File: src/rtl/mem_arbiter.sv
// N-master to 1-slave arbiter for the valid/ready memory bus, with fixed-priority or
// round-robin selection and an optional per-transaction timeout that returns an error.
module mem_arbiter #(
  parameter int NUM_MASTERS = 2,
  parameter int ADDR_WIDTH  = 32,
  parameter int DATA_WIDTH  = 32,
  parameter int ARB_MODE    = 0,
  parameter int TIMEOUT     = 0,
  localparam int GID_W  = (NUM_MASTERS > 1) ? $clog2(NUM_MASTERS) : 1,
  localparam int STRB_W = DATA_WIDTH / 8
) (
  input  logic                              clock,
  input  logic                              reset,
  input  logic [NUM_MASTERS-1:0]            m_valid,
  input  logic [NUM_MASTERS-1:0]            m_instr,
  input  logic [NUM_MASTERS*ADDR_WIDTH-1:0] m_addr,
  input  logic [NUM_MASTERS*DATA_WIDTH-1:0] m_wdata,
  input  logic [NUM_MASTERS*STRB_W-1:0]     m_wstrb,
  output logic [NUM_MASTERS-1:0]            m_ready,
  output logic [NUM_MASTERS*DATA_WIDTH-1:0] m_rdata,
  output logic [NUM_MASTERS-1:0]            m_error,
  output logic                              s_valid,
  output logic                              s_instr,
  output logic [ADDR_WIDTH-1:0]             s_addr,
  output logic [DATA_WIDTH-1:0]             s_wdata,
  output logic [STRB_W-1:0]                 s_wstrb,
  input  logic [DATA_WIDTH-1:0]             s_rdata,
  input  logic                              s_ready,
  output logic                              busy,
  output logic [GID_W-1:0]                  grant_id
);

  localparam int CNT_W = (TIMEOUT > 0) ? $clog2(TIMEOUT + 1) : 1;

  typedef enum logic {IDLE, BUSY} state_t;

  state_t                  state_q, state_d;
  logic [GID_W-1:0]        gid_q, gid_d;
  logic [GID_W-1:0]        ptr_q, ptr_d;
  logic [CNT_W-1:0]        cnt_q, cnt_d;
  logic                    instr_q, instr_d;
  logic [ADDR_WIDTH-1:0]   addr_q, addr_d;
  logic [DATA_WIDTH-1:0]   wdata_q, wdata_d;
  logic [STRB_W-1:0]       wstrb_q, wstrb_d;

  logic [15:0]             vld_ext;
  logic [15:0]             instr_ext;
  logic [3:0]              win_sel;
  logic                    any_req;
  logic                    in_busy;
  logic                    tmo_hit;
  logic                    abort;
  logic                    done;
  logic [NUM_MASTERS-1:0]  gid_oh;

  // Rotating search: start at the pointer in round-robin mode, at 0 in fixed mode.
  always_comb begin
    logic found;
    int   idx;
    vld_ext   = 16'(m_valid);
    instr_ext = 16'(m_instr);
    any_req   = |m_valid;
    win_sel   = '0;
    found     = 1'b0;
    idx       = 0;
    for (int i = 0; i < NUM_MASTERS; i++) begin
      idx = i;
      if (ARB_MODE == 1) idx = i + int'(ptr_q);
      if (idx >= NUM_MASTERS) idx = idx - NUM_MASTERS;
      if (!found && vld_ext[4'(idx)]) begin
        found   = 1'b1;
        win_sel = 4'(idx);
      end
    end
  end

  assign in_busy = (state_q == BUSY);
  // s_ready in the timeout cycle still completes the transfer normally.
  assign tmo_hit = (TIMEOUT > 0) && in_busy && (cnt_q == CNT_W'(TIMEOUT));
  assign done    = in_busy && s_ready;
  assign abort   = tmo_hit && !s_ready;
  assign gid_oh  = NUM_MASTERS'(1) << gid_q;

  always_comb begin
    state_d = state_q;
    gid_d   = gid_q;
    ptr_d   = ptr_q;
    cnt_d   = cnt_q;
    instr_d = instr_q;
    addr_d  = addr_q;
    wdata_d = wdata_q;
    wstrb_d = wstrb_q;
    case (state_q)
      IDLE: begin
        cnt_d = '0;
        if (any_req) begin
          state_d = BUSY;
          gid_d   = GID_W'(win_sel);
          instr_d = instr_ext[win_sel];
          addr_d  = m_addr[int'(win_sel)*ADDR_WIDTH +: ADDR_WIDTH];
          wdata_d = m_wdata[int'(win_sel)*DATA_WIDTH +: DATA_WIDTH];
          wstrb_d = m_wstrb[int'(win_sel)*STRB_W +: STRB_W];
        end
      end
      BUSY: begin
        if (done || abort) begin
          state_d = IDLE;
          if (int'(gid_q) == NUM_MASTERS - 1) ptr_d = '0;
          else                                ptr_d = gid_q + 1'b1;
        end else if (TIMEOUT > 0) begin
          cnt_d = cnt_q + 1'b1;
        end
      end
      default: state_d = IDLE;
    endcase
  end

  always_comb begin
    busy     = in_busy;
    grant_id = gid_q;
    s_valid  = in_busy && !tmo_hit;
    s_instr  = in_busy ? instr_q : 1'b0;
    s_addr   = in_busy ? addr_q  : '0;
    s_wdata  = in_busy ? wdata_q : '0;
    s_wstrb  = in_busy ? wstrb_q : '0;
    m_ready  = (done || abort) ? gid_oh : '0;
    m_error  = abort ? gid_oh : '0;
    m_rdata  = '0;
    for (int i = 0; i < NUM_MASTERS; i++) begin
      if (done && gid_oh[i]) m_rdata[i*DATA_WIDTH +: DATA_WIDTH] = s_rdata;
    end
  end

  always_ff @(posedge clock or posedge reset) begin
    if (reset) begin
      state_q <= IDLE;
      gid_q   <= '0;
      ptr_q   <= '0;
      cnt_q   <= '0;
    end else begin
      state_q <= state_d;
      gid_q   <= gid_d;
      ptr_q   <= ptr_d;
      cnt_q   <= cnt_d;
    end
  end

  // Request payload is only observed through the busy-gated outputs, so it needs no reset.
  always_ff @(posedge clock) begin
    instr_q <= instr_d;
    addr_q  <= addr_d;
    wdata_q <= wdata_d;
    wstrb_q <= wstrb_d;
  end

endmodule

File: config.mk
export PLATFORM = sky130hd
export DESIGN_NAME = mem_arbiter
export DESIGN_NICKNAME = d
export VERILOG_FILES = /design/src/rtl/mem_arbiter.sv
export SDC_FILE = /design/constraint.sdc
export NUM_CORES = 1
export LEC_CHECK = 0
export CORE_AREA = 5 5 118 120
export CTS_CLUSTER_SIZE = 28
export DETAILED_ROUTE_END_ITERATION = 10
export DIE_AREA = 0 0 123 125
export DONT_BUFFER_PORTS = 1
export GPL_TIMING_DRIVEN = 0
export SLEW_MARGIN = 20
export SYNTH_ARGS = -nofsm -noshare
export SYNTH_HDL_FRONTEND = slang
export SYNTH_SLANG_ARGS = --single-unit
File: constraint.sdc
create_clock -name clock -period 4.6 [get_ports clock]
set_input_delay 0.92 -clock clock [delete_from_list [all_inputs] [get_ports clock]]
set_output_delay 0.92 -clock clock [all_outputs]
set_load 0.05 [all_outputs]
* Word level (Yosys, flattened, before mapping)
Cells that the tools add are included.
** Cells by class
- Add/subtract/negate cells :: 0
- Multipliers :: 0
- Div/mod/pow operators :: 0
- $lt $le $gt $ge :: 1
- Eq/ne operators :: 0
- Shift operators :: 4
- Multiplexer cells :: 14
- Bitwise operators :: 1
- Reductions and logical operators :: 7
** Operators by type and width (count)
- two-way mux 32 bit :: 4
- variable part select 64 x 7 -> 32 bit :: 2
- variable part select 8 x 4 -> 4 bit :: 1
- two-way mux 1 bit :: 6
- less-than comparator 1 x 5 -> 1 bit, second input constant :: 1
- binary-select mux 1 bit (select 4 bit) :: 1
- logical AND 1 bit :: 4
- two-way mux 4 bit :: 1
- two-way mux 2 bit :: 1
- case mux 1 bit (2 select lines) :: 1
- AND reduction 2 bit :: 1
- OR reduction 2 bit :: 1
- << shifter 1 x 1 -> 2 bit, first input constant :: 1
- logical NOT 1 bit :: 1
- NOT 1 bit :: 1
** Word-level totals
- Register bits :: 71
- Bits in latches :: 0
- RAM bits :: 0
- Memory bits (read-only) :: 0
- Bits of input ports :: 175
- Output and inout bits :: 140
- Word-level logic and storage cells :: 33
- Memories :: 0

* Depth between registers and ports, before layout
Gate-level depths: netlist (run 1).
- Depth in word-level cells :: 6
- Depth in mapped cells :: 5
- Depth with buffers taken out :: 2

* Least setup slack after synthesis (run 1)
Ideal clock, no wire load.
- Path type :: input port to flip-flop
- Start point :: in m_valid[1]
- End point :: reg addr_q[0] (enable)
- Library setup time :: 0.499 ns
- Data arrival time :: 3.867 ns
- Required time :: 4.101 ns
- Path slack :: 0.234 ns
- Cell stages on the path :: 2
- Buffers on the path :: 0
- Cell sequence :: nor2_1 > nor2_1
** Between the ends
- Word-level cells in the longest chain between the ends :: 2
** Ends and longest elaborated chain
- from (decl) :: RTL line 14 : input logic [NUM_MASTERS-1:0] m_valid,
- OR reduction 2 bit :: RTL line 62 : any_req = |m_valid;
- AND reduction 2 bit (no source line)
- to (signal assigned) :: RTL line 151 : addr_q <= addr_d;
- to (decl) :: RTL line 42 : logic [ADDR_WIDTH-1:0] addr_q, addr_d;
Every way passes these cells.
A chain may end at the register's enable or synchronous reset.

* Worst setup path in the final report (run 1)
- Start point :: reg state_q, in the netlist busy
- End point :: out m_rdata[11]
** Between the ends
- Word-level cells in the longest chain between the ends :: 3
** Ends and longest elaborated chain
- from (decl) :: RTL line 37 : state_t state_q, state_d;
- from (signal assigned) :: RTL line 141 : state_q <= state_d;
- logical AND 1 bit :: RTL line 80 : assign done = in_busy && s_ready;
- logical AND 1 bit :: RTL line 130 : if (done && gid_oh[i]) m_rdata[i*DATA_WIDTH +: DATA_WIDTH] = s_rdata;
- two-way mux 32 bit :: RTL line 130
- to (decl) :: RTL line 20 : output logic [NUM_MASTERS*DATA_WIDTH-1:0] m_rdata,
Every way passes these cells.

==> impl_metrics.tcl, run 1 <==
set metrics [dict create \
    status "finished clean" \
    first_pass_iters 5 \
    synth_warnings 0 \
    antenna_left 0 \
    portBuffers 0 \
    area_growth_pct 15.0 \
    antenna_found_initial 0 \
    ios 315 \
    fillCellCount 1259 \
    synthCells 348 \
    initial_core_util_pct 30.7 \
    grt_pass1_wl_um 16000 \
    fin_worst_skew_ns 0.00599 \
    p_seq_share_pct 36.4 \
    placed_area_um2 4230 \
    clk_pin_slew_worst_paths_ns 0.06 \
    cts-root-buf "clkbuf_16" \
    ctsHtreeMaxLevel 3 \
    via_per_inst 4.90 \
    fp.dieW_um 123 \
    worstPathArrival_ns 2.75 \
    clock-sinks 71 \
    wl_per_cell_um 21.3 \
    cts_buffer_depth 2 \
    seq_area_frac_synth_pct 53.7 \
    rsz0062_at_grt "no" \
    internal_power_mw 1.37 \
    critPathCaptureType "primary output" \
    drv_slew 0 \
    wirelength_um 11500 \
    required_ns 3.68 \
    grt_max_degree 29 \
    peakVddDrop_mv 0.219 \
    cts_tree "yes" \
    gp_congestion 0.742 \
    timing.final.crit_period_ns 3.67 \
    max_cap_viol_count 0 \
    avgSynthCellArea_um2 11.4 \
    power_mw 2.20 \
    ys_types 20 \
    layout_common_cells "69 x and2_1, 69 x edfxtp_1, 67 x nor2_1, 59 x mux2_2, 33 x nand2_1" \
    fin_nets 537 \
    cts-resized-gates 0 \
    power_per_cell_area_nw_per_um2 484 \
    setup_viol 0 \
    pre_cts_ws_ns 1.23 \
    max-slew-margin-rel_pct 30.1 \
    power.leakage_nw 1.67 \
    max_freq_ghz 0.273 \
    final_area_um2 4550 \
    fin_ws_ns 0.931 \
    start_kind "flop" \
    clkLatencyLatePin_ns 0.34 \
    dp_hpwl_um 9290 \
    antennaDiodeCount 0 \
    dieArea_um2 15400 \
    track_usage_pct 14.0 \
    hold_class "in2async" \
    switching_power_uw 828 \
    overflow 0 \
    final_cells 543 \
    worst-setup-path-type "reg2out" \
    drc_errors 0 \
    power_frac_comb_pct 29.5 \
    cts_hold_buf 0 \
    coreArea_um2 12900 \
    drive_gt1_share_pct 27.8 \
    drt_iter0_drc 127 \
    cts_setup_buffers 0 \
    crit_path_max_fanout 10 \
    ys_ff_latch 71 \
    p_sw_share_pct 37.6 \
    clkPwrFrac_pct 34.0 \
    timing.final.crit_share_pct 79.8 \
    die_height_um 125 \
    synth_area_um2 3950 \
    hold_violations 0 \
    numCtsBuffers 9 \
    vias 2660 \
    grt_pass1_vias 2860 \
    r2r_slack_ns 2.33 \
    tightest_slew_ns 1.04 \
    place_inst 527 \
    rows 42 \
]
-- layer usage --
metal	up-vias	GRT usage, %	routed length, µm
li1	1196	-	-
met1	1245	12.9	3850
met2	206	26.4	6230
met3	13	5.87	1200
met4	0	5.80	263
met5	-	0	0
-- final timing paths --
path,start,endpoint,depth (start not counted)
max in group asynchronous,reset,busy,1
worst max register to register,busy,addr_q[14],3
min in group clock,s_ready,busy,1
worst min-delay path,reset,grant_id,1
worst max-delay path,busy,m_rdata[11],4
worst min register to register,grant_id,grant_id,1
-- kinds of logic (layout without fill, tap and decap cells) --
logic type             Yosys count  after routing  synth area share, %
AOI/OAI and AO/OA                2              2                0.348
buffers and inverters           31             49                 4.18
DFF                             71             71                 53.7
muxes                           69             69                 20.6
other                            1              2               0.0948
and+or+nand+nor                174            174                 21.1
-- sequential cells by signal (all words and copies together) (netlist names) --
signal / cells
addr_q: 32
busy: 1
grant_id: 1
instr_q: 1
wdata_q: 32
wstrb_q: 4
-- worst max-delay path, stage by stage, from the launching register on --
cell and delay (ns):
dfrtp_1 0.85, buf_2 0.38, buf_2 0.25, nand2_1 0.13, nor2_1 0.81
-- Yosys cell counts, drive strengths merged --
master    n  share of area, %
and2     69                11
edfxtp   69                52
mux2     69                21
nor2     68               6.5
nand2    33               3.1
buf      17               2.8
clkbuf   12               1.1
dfrtp     2               1.3
inv       2              0.19
nand2b    2              0.32
a21oi     1              0.13
a2bb2oi   1              0.22
conb      1             0.095
nor2b     1              0.16
nor3      1              0.13
-- layout make-up --
cell class / count / area, µm² / share of cell area, %
buffer: 29 / 158 / 3.47
clock buffer: 10 / 229 / 5.03
clock inverter: 6 / 93.8 / 2.06
inverter: 2 / 7.51 / 0.165
multi-input combinational: 247 / 1680 / 36.9
sequential: 71 / 2120 / 46.7
tap: 176 / 220 / 4.84
timing repair buffer: 2 / 40.0 / 0.880
-- through the flow --
step	util [%]	hold WS [ns]	TNS, ns
after floorplan	-	0.661	0
after global placement	32.4	0.666	-89.38
after detailed placement	32.8	0.668	0
after CTS	35.3	0.303	0
after global routing	35.3	0.305	0
final	35.3	0.319	0
-- power groups by stage --
| stage | Combinational (mW) | Clock, mW | Sequential, mW |
|---|---|---|---|
| finish | 0.650 | 0.749 | 0.801 |
| global route | 0.679 | 0.793 | 0.806 |
| global placement | 0.642 | 0 | 0.822 |
| detailed placement | 0.655 | 0 | 0.816 |
| floorplan | 0.575 | 0 | 0.815 |
| CTS | 0.657 | 0.768 | 0.802 |
No activity file was read; power rests on OpenSTA's default activity.
==> run 2, diff against run 1 <==
Clock period 4.6 ns to 3.4 ns, I/O delays scaled along.
==> run 2 against run 1 <==
Effect of this change:
- clock-buffer cell count is 1 lower
- highest routed layer unchanged
- sequential power rose by 36%
- wire length grew 1.9%
- clock skew grew 0.00084 ns
- first-iteration DRC count shrank 16%
==> impl_metrics.tcl, run 2 (synthesis results as in run 1) <==
set metrics [dict create \
    status "finished clean" \
    placed_area_um2 4230 \
    portBuffers 0 \
    cts_buffer_depth 2 \
    setup_viol 0 \
    vias 2585 \
    hold_violations 0 \
    timing.final.crit_period_ns 3.09 \
    grt_max_degree 28 \
    first_pass_iters 4 \
    power_per_cell_area_nw_per_um2 642 \
    tightest_slew_ns 0.991 \
    antennaDiodeCount 0 \
    cts_tree "yes" \
    peakVddDrop_mv 0.346 \
    max-slew-margin-rel_pct 33.7 \
    worstSetupStartpoint "busy" \
    hold_class "in2async" \
    r2r_start "busy" \
    place_inst 527 \
    clk_pin_slew_worst_paths_ns 0.05 \
    max_cap_viol_count 0 \
    clkLatencyLatePin_ns 0.33 \
    dp_hpwl_um 9410 \
    fin_ws_ns 0.308 \
    fin_nets 537 \
    track_usage_pct 14.3 \
    coreArea_um2 12900 \
    antenna_found_initial 0 \
    die_height_um 125 \
    dieArea_um2 15400 \
    clock-sinks 71 \
    drive_gt1_share_pct 28.6 \
    reg.largest.list "addr_q x32, wdata_q x32, wstrb_q x4" \
    critPathCaptureType "primary output" \
    via_per_inst 4.76 \
    power.leakage_nw 1.65 \
    numCtsBuffers 9 \
    power_mw 2.91 \
    rsz0062_at_grt "no" \
    timing.final.crit_share_pct 90.9 \
    wl_per_cell_um 21.7 \
    antenna_left 0 \
    required_ns 2.72 \
    tns_ns 0 \
    layout_common_cells "69 x and2_1, 69 x edfxtp_1, 65 x nor2_1, 59 x mux2_2, 33 x nand2_1" \
    area_growth_pct 14.7 \
    overflow 0 \
    crit_path_max_fanout 10 \
    max_freq_ghz 0.323 \
    wirelength_um 11800 \
    drt_iter0_drc 107 \
    grt_pass1_vias 2834 \
    fp.dieW_um 123 \
    final_area_um2 4540 \
    worst-setup-path-type "reg2out" \
    pre_cts_ws_ns 0.208 \
    rows 42 \
    drv_slew 0 \
    ios 315 \
    cts_setup_buffers 0 \
    drc_errors 0 \
    cts-root-buf "clkbuf_16" \
    fin_worst_skew_ns 0.00683 \
    worstPathArrival_ns 2.41 \
    ctsHtreeMaxLevel 3 \
    grt_pass1_wl_um 16200 \
    start_kind "flop" \
    initial_core_util_pct 30.7 \
    final_cells 543 \
    gp_congestion 0.762 \
]
[run 2: changes by cell type in the layout (fill, tap and decap cells not counted), sizes merged]
cell / before / now
bufinv: 2 / 1
clkbuf: 22 / 21
clkinv: 2 / 3
clkinvlp: 1 / 2
[run 2: timing repair]
item,CTS,global route
setup endpoints to repair,53,0
gates resized for setup,3,0
hold buffers,0,0
[run 2: final timing paths]
| kind | end | slack, ns | depth (start not counted) |
|---|---|---|---|
| max | m_rdata[36] | 0.31 | 4 |
| min | busy | 0.09 | 1 |
| max reg2reg | addr_q[26] | 1.22 | 3 |
| min reg2reg | grant_id | 0.87 | 1 |
| max in group asynchronous | busy | 3.18 | 1 |
| min in group clock | busy | 0.43 | 1 |
[run 2: final cells by class]
class                   instances  area (µm²)
fillers                      1283        8340
flip-flops and latches         71        2120
multi-input cells             247        1680
clock buffers                   9         225
well taps                     176         220
plain buffers                  29         158
clock inverters                 7        71.3
repair buffers                  2        47.5
inverters                       2        7.51
[run 2: through the flow]
stage                     hold WS, ns  util, %
after floorplan                 0.421        -
after global placement          0.428     32.5
after detailed placement        0.435     32.9
after CTS                      0.0748     35.2
after global routing           0.0741     35.2
final                          0.0936     35.2
[run 2: worst max-delay path, stage by stage, from the launching register on]
cell and delay [ns]:
dfrtp_2 0.67, buf_2 0.35, buf_2 0.24, nand2_1 0.12, nor2_1 0.71
[run 2: power breakdown]
part | switching [mW] | internal [mW] | total [mW]
Clock | 0.373 | 0.568 | 0.941
Combinational | 0.723 | 0.160 | 0.883
Sequential | 0.0359 | 1.05 | 1.09
[run 2: routing by layer]
layer  vias up  wire length (µm)  global-route usage (%)
li1       1191                 -                       -
met1      1186              4140                    14.2
met2       197              6260                    26.5
met3        11              1230                    5.96
met4         0               133                    4.30
met5         -                 0                       0
